===== config.mk =====
export PLATFORM = sky130hd
export DESIGN_NAME = param_serializer
export DESIGN_NICKNAME = d
export VERILOG_FILES = /design/src/rtl/param_serializer.sv
export SDC_FILE = /design/constraint.sdc
export NUM_CORES = 1
export LEC_CHECK = 0
export ABC_AREA = 1
export ABC_CLOCK_PERIOD_IN_PS = 4200
export CORE_ASPECT_RATIO = 0.6
export CORE_MARGIN = 10
export CORE_UTILIZATION = 50
export DETAILED_ROUTE_END_ITERATION = 12
export GPL_TIMING_DRIVEN = 0
export PLACE_DENSITY = 0.78
export SLEW_MARGIN = 20
export SYNTH_ARGS = -nofsm -noshare
export SYNTH_HDL_FRONTEND = slang
export SYNTH_SLANG_ARGS = --single-unit

===== constraint.sdc =====
create_clock -name CLK -period 4.2 [get_ports CLK]
set_input_delay 0.84 -clock CLK [delete_from_list [all_inputs] [get_ports CLK]]
set_output_delay 0.84 -clock CLK [all_outputs]
set_load 0.02 [all_outputs]

===== src/rtl/param_serializer.sv =====
// rtl/param_serializer.sv - double-buffered parallel-to-serial converter with parity, stall and abort
// A holding register takes the next word while the shift register drains, allowing gapless frames.
module param_serializer #(
  parameter int DATA_WIDTH = 8,
  parameter bit MSB_FIRST  = 1'b0,
  parameter bit IDLE_LVL   = 1'b1,
  parameter int CNT_W      = $clog2(DATA_WIDTH)
) (
  input  logic                  CLK,
  input  logic                  RST,
  input  logic [DATA_WIDTH-1:0] P_DATA,
  input  logic                  Data_Valid,
  output logic                  in_ready,
  input  logic                  par_type,
  input  logic                  ser_en,
  input  logic                  ser_abort,
  output logic                  word_vld,
  output logic                  ser_data,
  output logic                  ser_done,
  output logic                  par_bit
);

  logic [DATA_WIDTH-1:0] hold_q, hold_d;
  logic                  hold_vld_q, hold_vld_d;
  logic [DATA_WIDTH-1:0] sh_q, sh_d;
  logic                  sh_vld_q, sh_vld_d;
  logic [CNT_W-1:0]      cnt_q, cnt_d;
  logic                  par_q, par_d;
  logic                  load;

  assign ser_done = sh_vld_q && (cnt_q == CNT_W'(DATA_WIDTH - 1));
  assign load     = hold_vld_q && (!sh_vld_q || (ser_en && ser_done));
  assign in_ready = !hold_vld_q;
  assign word_vld = sh_vld_q;
  assign par_bit  = par_q;
  assign ser_data = !sh_vld_q ? IDLE_LVL
                  : (MSB_FIRST ? sh_q[DATA_WIDTH-1] : sh_q[0]);

  always_comb begin
    hold_d     = hold_q;
    hold_vld_d = hold_vld_q;
    sh_d       = sh_q;
    sh_vld_d   = sh_vld_q;
    cnt_d      = cnt_q;
    par_d      = par_q;

    // Capture and load are mutually exclusive: load needs hold_vld, capture needs it clear.
    if (Data_Valid && !hold_vld_q) begin
      hold_d     = P_DATA;
      hold_vld_d = 1'b1;
    end

    if (ser_abort) begin
      sh_vld_d = 1'b0;
      cnt_d    = '0;
    end else if (load) begin
      sh_d       = hold_q;
      sh_vld_d   = 1'b1;
      cnt_d      = '0;
      hold_vld_d = 1'b0;
      par_d      = (^hold_q) ^ par_type;
    end else if (ser_en && sh_vld_q) begin
      if (ser_done) begin
        sh_vld_d = 1'b0;
        cnt_d    = '0;
      end else begin
        cnt_d = cnt_q + CNT_W'(1);
        if (MSB_FIRST) begin
          sh_d = {sh_q[DATA_WIDTH-2:0], 1'b0};
        end else begin
          sh_d = {1'b0, sh_q[DATA_WIDTH-1:1]};
        end
      end
    end
  end

  always_ff @(posedge CLK or posedge RST) begin
    if (RST) begin
      hold_q     <= '0;
      hold_vld_q <= 1'b0;
      sh_q       <= '0;
      sh_vld_q   <= 1'b0;
      cnt_q      <= '0;
      par_q      <= 1'b0;
    end else begin
      hold_q     <= hold_d;
      hold_vld_q <= hold_vld_d;
      sh_q       <= sh_d;
      sh_vld_q   <= sh_vld_d;
      cnt_q      <= cnt_d;
      par_q      <= par_d;
    end
  end

endmodule

Word-level counts from Yosys, hierarchy flattened
Cells that the tools add are included.
{ "classes": {"n_addsub": 1, "n_mul": 0, "div": 0, "magnitude_cmp": 0, "n_eq_ne": 2, "shifts": 0, "muxes": 15, "bitwise_logic": 2, "n_reduce_logical": 15} }
{ "ops": {"columns": ["operator", "n"], "rows": [
  ["2-to-1 mux 8 bit", 3],
  ["2-to-1 mux 3 bit", 4],
  ["2-to-1 mux 1 bit", 8],
  ["parity 8 bit", 1],
  ["nonzero test 3 bit", 2],
  ["logical AND 1 bit", 5],
  ["AND reduction 2 bit", 2],
  ["adder 3 x 1 -> 3 bit, second input constant", 1],
  ["== test 3 bit, second input constant", 1],
  ["AND reduction 3 bit", 1],
  ["zero test 1 bit", 2],
  ["inequality test 2 x 1 -> 1 bit, second input constant", 1],
  ["nonzero test 2 bit", 1],
  ["logical OR 1 bit", 1],
  ["NOT 1 bit", 1],
  ["bitwise XOR 1 bit", 1]
]} }
{ "totals": {"regBits": 22, "latchBits": 0, "ram_bits": 0, "rom_bits": 0, "input_bits": 14, "out_inout_bits": 5, "word_cells": 41, "n_memories": 0} }

Logic depth before layout (Yosys ltp)
Gate-level depths: netlist (run 1).
{ "logic_depth": {"ltp_word": 7, "mapped_depth": 9, "mapped_depth_nobuf": 9} }

Least setup slack after synthesis (run 1)
OpenSTA, ideal clock, no wires.
{ "synth_path": {"path_type": "register to output", "from": "register cnt_q[0]", "to": "output port ser_done", "arrival_ns": 0.955, "slack_ns": 2.405, "stages_incl_launch_ff": 5, "cell_sequence": "dfrtp_1 -> ha_1 -> ha_1 -> nand2_1 -> inv_1"} }
{ "synth_between": {"elab_chain_len": 2} }
{ "synth_lines": {"columns": ["item", "line", "source"], "rows": [
  ["start, declared", "27", "logic [CNT_W-1:0] cnt_q, cnt_d;"],
  ["start signal, assigned", "90", "cnt_q <= cnt_d;"],
  ["== test 3 bit", "31", "assign ser_done = sh_vld_q && (cnt_q == CNT_W'(DATA_WIDTH - 1));"],
  ["logical AND 1 bit", "31", null],
  ["end, declared", "19", "output logic ser_done,"]
]} }
No other way between the ends.

Worst setup path in the final report (run 1)
Ends and elaborated chain as after synthesis.

==> metrics.yaml, run 1 <==
min_path:
  start_point_of_the_worst_min_delay_path: "par_bit"
  worstHoldEndpoint: "par_bit"
  min-delay-path-class: "reg2reg"
  hold-path-cell-count: 2
detailed_routing:
  drc: 0
  wire_per_inst_um: 12.8
  num_vias: 1010
  ant_nets: 0
  drt-vias-per-instance: 5.00
  initialDrtViolationCount: 94
  postRouteWirelength_um: 2590
  drt-pass1-iter-count: 4
synthesis:
  syn_inst: 150
  syn_area_per_cell_um2: 8.00
  post_synth_instance_area_um2: 1200
  ys_seq_elements: 22
  synthesis.yosys.warnings: 0
  synth.lib_cells_used.distinct: 21
  synth_nets: 166
  yosysSeqAreaShare_pct: 45.9
cts:
  cts-resized-gates: 0
  clk_latency_ns: 0.26
  cts-buffers-inserted: 3
  tritoncts: "yes"
  h-tree-depth: 1
  post_cts_buffers: 0
  cts.sinks: 22
  cts_hold_repair.buffers: 0
  clk_transition_reported_paths_ns: 0.08
  buffer_levels_on_the_longest_clock_path: 2
  clk_root_buffer_cell: "sky130_fd_sc_hd__clkbuf_8"
setup_path:
  critical_path.cell_chain: "ha_1, ha_1, nand2_1, inv_1, clkdlybuf4s50_1"
  worstReg2RegEnd: "cnt_q[0]"
  critical_path_source_type: "register"
  worstRegToRegCells: 9
  worst_ep_arrival_time_ns: 1.84
  setup.worst_path.end_class: "output pin"
  critical_path.reg2reg.startpoint: "cnt_q[0]"
  slowest_delay_ns: 0.63
  criticalPathCategory: "reg2out"
  critPathMostFrequentCell: "sky130_fd_sc_hd__ha_1"
  worst-r2r-setup-slack_ns: 2.56
  slowest_stage: "sky130_fd_sc_hd__clkdlybuf4s50_1"
  worst-path-max-fanout: 3
  worstPathRequired_ns: 3.36
placed_design:
  placedCellCount: 198
  number_of_buffers_added_on_ports: 18
  gp_congestion: 0.834
  dp_hpwl_um: 2060
cells_and_area:
  layout.cells.most_common: "sky130_fd_sc_hd__nand2_1"
  final_layout_size_suffix_gt1_share_pct: 13.4
  final-instance-count-excl-fill: 202
  layout.nets: 189
  antennaDiodeCount: 0
  area.growth.synth_to_final_pct: 22.7
  mostFrequentLayoutCells: "sky130_fd_sc_hd__nand2_1 (45), sky130_fd_sc_hd__inv_1 (23), sky130_fd_sc_hd__dfrtp_1 (22), sky130_fd_sc_hd__clkdlybuf4s50_1 (18), sky130_fd_sc_hd__o21ai_0 (13)"
floorplan:
  pin_count: 19
  die_h_um: 57.9
  chipWidth_um: 83.2
  rows: 13
  floorplan.initialDensity_pct: 53.8
  core_area_um2: 2230
  fp.dieArea_um2: 4820
sta:
  number_of_endpoints_failing_setup_at_the_final_stage: 0
  timing.final.hold_violations: 0
  transition_time_of_the_tightest_slew_check_pin_ns: 0.837
  rsz0062_at_grt: "false"
  finalMaxSlewViolations: 0
  min_period_over_period_pct: 63.8
  final.setup_skew_ns: 0.00249
  fmax_mhz: 373
  slew-limit-headroom_pct: 44.2
  fin_crit_ns: 2.68
  tns_ns: 0
flow_run:
  max_cap_viol_count: 0
power:
  leakage_nw: 0.744
  vdd.ir_drop.worst_mv: 0.362
  powerDensity_nw_per_um2: 698
grt:
  grt_antenna_before_repair: 0
  grt_use_total_pct: 11.3
  grt_first_pass_wirelength_um: 4440
  first_global_vias: 995
  grt_start_max_net_pins: 23
  grt_overflow: 0
status:
  run_status: "finished clean"
state kept, by name, indices dropped and copies added, names as in the netlist:
name,count
cnt_q,3
hold_q,8
hold_vld_q,1
par_bit,1
sh_q,8
word_vld,1
metrics by stage:
stage          hold slack, ns  cell area, um^2  util, %  power (mW)  setup WS, ns
4_1_cts                 0.496             1470     66.1        1.03          1.50
6_report                0.491             1470     66.1        1.03          1.52
3_5_place_dp            0.478             1420     63.6       0.881          1.80
2_1_floorplan           0.456             1200        -       0.739          2.41
3_3_place_gp            0.467             1420     63.6       0.853          1.83
5_1_grt                 0.533             1470     66.1        1.13          1.41
where the power goes:
part | switching [mW] | internal, mW
Clock | 0.0649 | 0.0834
Sequential | 0.0784 | 0.301
Combinational | 0.286 | 0.214
Total | 0.429 | 0.598
cells by family after synthesis:
family / share of synthesized area, %
mux: 3.75
simple gates: 24.6
flops: 45.9
xor+xnor: 2.19
fa+ha+maj: 2.09
compound gates: 11.5
buf+inv: 10.0
cell type report:
cell class | count | area [um^2]
Fill cell | 179 | 756
Clock buffer | 4 | 55.1
Sequential cell | 22 | 551
Inverter | 24 | 90.1
Buffer | 3 | 30.0
Tap cell | 30 | 37.5
Timing Repair Buffer | 18 | 180
Multi-Input combinational cell | 101 | 529
layer usage:
layer / track usage [%] / vias up / share of wire [%]
li1: - / 509 / -
met1: 13.9 / 472 / 47
met2: 18.1 / 27 / 47
met3: 4.18 / 2 / 5.8
met4: 3.62 / 0 / 0.93
met5: 0 / - / 0
worst max-delay path: cells and delay by family, from the launching register on:
kind,cells,cell delay (ns)
buffers and inverters,2,0.77
adder cells (fa/ha/maj),2,0.37
flip-flops,1,0.39
AND/OR/NAND/NOR,1,0.06
cell usage after synthesis (all sizes together):
| cell | count | area [um^2] |
|---|---|---|
| mux2 | 4 | 45.0 |
| nor2 | 11 | 51.3 |
| xnor2 | 2 | 17.5 |
| nand2 | 49 | 194 |
| ha | 2 | 25.0 |
| nand3 | 9 | 50.1 |
| dfrtp | 22 | 551 |
| a21oi | 6 | 41.3 |
| xor2 | 1 | 8.76 |
| buf | 3 | 30.0 |
| o21ai | 17 | 96.3 |
| inv | 24 | 90.1 |
worst max-delay path by stage:
stage / slack (ns) / startpoint / endpoint
floorplan: 2.41 / cnt_q[0] / ser_done
global placement: 1.83 / cnt_q[0] / ser_done
detailed placement: 1.80 / cnt_q[0] / ser_done
CTS: 1.50 / cnt_q[0] / ser_done
global route: 1.41 / cnt_q[0] / ser_done
finish: 1.52 / cnt_q[0] / ser_done
Power figures use the tool's default switching activity.
==> run 2: changes to the inputs <==
Settings changed: ABC_CLOCK_PERIOD_IN_PS 4200 to 2200, CORE_UTILIZATION 50 to 47, PLACE_DENSITY 0.78 to 0.77.
Clock period 4.2 ns to 2.2 ns, I/O delays scaled along.
==> run 2 against run 1 <==
Sequential power increased by 91%. Critical endpoint unchanged. Largest cell class unchanged. Total power rose by 91%. Clock-buffer cell count stayed put. Worst hold slack gained 0.0091 ns. Via count decreased by 1.7%.
==> metrics.yaml, run 2 (same netlist as run 1, synthesis figures left out) <==
detailed_routing:
  drt-vias-per-instance: 4.87  # -2.6%
  num_vias: 993  # -1.7%
  postRouteWirelength_um: 2530  # -2.5%
  drc: 0  # unchanged
  initialDrtViolationCount: 79  # -16%
  wire_per_inst_um: 12.4  # -3.5%
  drt-pass1-iter-count: 4  # unchanged
  ant_nets: 0  # unchanged
grt:
  grt_busiest_layer: "met2"
  grt_overflow: 0  # unchanged
  grt_antenna_before_repair: 0  # unchanged
  gr_util_met3_pct: 4.53  # +0.35 points
  grt_use_met2_pct: 16.9  # -1.2 points
  grt_use_total_pct: 10.6  # -0.69 points
  grt_start_max_net_pins: 23  # unchanged
  grt_use_met1_pct: 12.7  # -1.2 points
  grt_first_pass_wirelength_um: 4320  # -2.6%
  first_global_vias: 973  # -2.2%
sta:
  rsz0062_at_grt: "false"
  final.setup_skew_ns: 0.00320  # +0.000710 ns
  transition_time_of_the_tightest_slew_check_pin_ns: 0.838  # +0.00130 ns
  fmax_mhz: 494
  timing.final.hold_violations: 0  # unchanged
  fin_crit_ns: 2.02
  finalMaxSlewViolations: 0  # unchanged
  min_period_over_period_pct: 91.9
  tns_ns: 0  # unchanged
  slew-limit-headroom_pct: 44.1  # -0.087 points
  number_of_endpoints_failing_setup_at_the_final_stage: 0  # unchanged
power:
  clockPowerShare_pct: 14.9  # +0.5 points
  powerDensity_nw_per_um2: 1330  # +91%
  seq_power_share_pct: 36.8  # about the same
  vdd.ir_drop.worst_mv: 0.691  # +91%
  switching_power_uw: 822  # +92%
  combinationalPowerShare_pct: 48.2  # -0.4 points
  p_int_mw: 1.14  # +91%
  power_switching_share_pct: 41.9  # +0.11 points
  leakage_nw: 0.749  # +0.65%
cts:
  cts-buffers-inserted: 3  # unchanged
  post_cts_buffers: 0  # unchanged
  clk_latency_ns: 0.26  # about the same
  h-tree-depth: 1  # unchanged
  cts.sinks: 22  # unchanged
  buffer_levels_on_the_longest_clock_path: 2  # unchanged
  tritoncts: "yes"
  clk_root_buffer_cell: "sky130_fd_sc_hd__clkbuf_8"
  clk_transition_reported_paths_ns: 0.08  # about the same
cells_and_area:
  layout.nets: 189  # unchanged
  final_layout_size_suffix_gt1_share_pct: 13.4  # unchanged
  multi_input_comb_area_um2: 529  # unchanged
  layout.cells.most_common: "sky130_fd_sc_hd__nand2_1"
  area.growth.synth_to_final_pct: 22.8  # about the same
  register_area_um2: 551  # unchanged
  antennaDiodeCount: 0  # unchanged
  largest_registers: "hold_q x8, sh_q x8, cnt_q x3"
  mostFrequentLayoutCells: "sky130_fd_sc_hd__nand2_1 (45), sky130_fd_sc_hd__inv_1 (23), sky130_fd_sc_hd__dfrtp_1 (22), sky130_fd_sc_hd__clkdlybuf4s50_1 (17), sky130_fd_sc_hd__o21ai_0 (13)"
  n_fill_cell: 209  # +17%
  final_cell_utilization_of_the_core_pct: 59.7  # -6.4 points
placed_design:
  dp_hpwl_um: 2000  # -2.7%
  gp_congestion: 0.832  # -0.26%
  number_of_buffers_added_on_ports: 18  # unchanged
setup_path:
  cp_num_buf_inv: 2  # unchanged
  critical_path.startpoint: "cnt_q[0]"
  worst-path-max-fanout: 3  # unchanged
  criticalPathCategory: "reg2out"
  critical_path.reg2reg.startpoint: "cnt_q[0]"
  setup.worst_path.end_class: "output pin"
  critical_path_source_type: "register"
  worst-r2r-setup-slack_ns: 0.53  # -2.03 ns
  critical_path.cell_chain: "ha_1, ha_1, nand2_1, inv_1, dlygate4sd2_1"
  worstPathRequired_ns: 1.76  # -1.60 ns
  slowest_stage: "sky130_fd_sc_hd__dfrtp_1"
  slowest_delay_ns: 0.41  # -0.22 ns
  timing.critical_path.max_delay_family: "adder cells"
  worst_ep_arrival_time_ns: 1.58  # -0.26 ns
  critPathMostFrequentCell: "sky130_fd_sc_hd__ha_1"
floorplan:
  die_h_um: 59.1  # +2.1%
  fp.dieArea_um2: 5040  # +4.5%
  pin_count: 19  # unchanged
  rows: 14  # +1
  floorplan.initialDensity_pct: 48.6  # -5.3 points
  core_area_um2: 2470  # +11%
  chipWidth_um: 85.2  # +2.4%
status:
  run_status: "finished clean"
min_path:
  start_point_of_the_worst_min_delay_path: "par_bit"
  min-delay-path-class: "reg2reg"
flow_run:
  max_cap_viol_count: 0  # unchanged
[run 2: cell types whose count changed in the layout (fill, tap and decap cells not counted)]
cell and delta:
sky130_fd_sc_hd__clkdlybuf4s50_1 -1, sky130_fd_sc_hd__dlygate4sd2_1 +1
[run 2: what timing repair did]
action | in CTS | in global routing
resized for setup | 1 | 0
hold endpoints to repair | 0 | 0
endpoints found under the setup margin | 1 | 0
hold buffers | 0 | 0
[run 2: cell type report]
type	instances	area share, %
multi-input cells	101	35.9
repair buffers	18	12.1
inverters	24	6.11
well taps	32	2.72
plain buffers	3	2.04
flip-flops and latches	22	37.4
clock buffers	4	3.74
[run 2: routing by layer]
metal	vias up	share of wire [%]
met2	27	46
met1	456	45
met4	0	1.1
met5	-	0
li1	508	-
met3	2	8.0
[run 2: final timing paths]
path,endpoint,depth (start not counted)
worst max-delay path,ser_done,5
worst min register to register,par_bit,2
worst max register to register,word_vld,9
min in group asynchronous,sh_q[1],2
max in group asynchronous,sh_q[4],2
worst min-delay path,par_bit,2
[run 2: tightest hold or removal path: cells and delay by family (launching register included)]
kind             cells  cell delay (ns)
DFF                  1             0.36
and+or+nand+nor      2             0.12
[run 2: power groups by stage]
stage          sequential [mW]  combinational [mW]  clock, mW
2_1_floorplan            0.708               0.703          0
3_3_place_gp             0.723               0.904          0
3_5_place_dp             0.732               0.945          0
4_1_cts                  0.724               0.952      0.297
5_1_grt                  0.746                1.09      0.312
6_report                 0.724               0.947      0.294
[run 2: metrics by stage]
stage	instances	hold slack, ns	worst slack (ns)	power, mW	instance area [um^2]
2_1_floorplan	150	0.429	0.682	1.41	1200
3_3_place_gp	200	0.473	0.231	1.63	1420
3_5_place_dp	200	0.479	0.209	1.68	1420
4_1_cts	204	0.506	0.169	1.97	1470
5_1_grt	204	0.542	0.0655	2.15	1470
6_report	204	0.500	0.178	1.96	1470
==> run 3: changes to the inputs <==
Settings changed: SLEW_MARGIN 20 to not set.
==> results of run 3 <==
Final layout, timing and power as in run 2 (identical DEF).
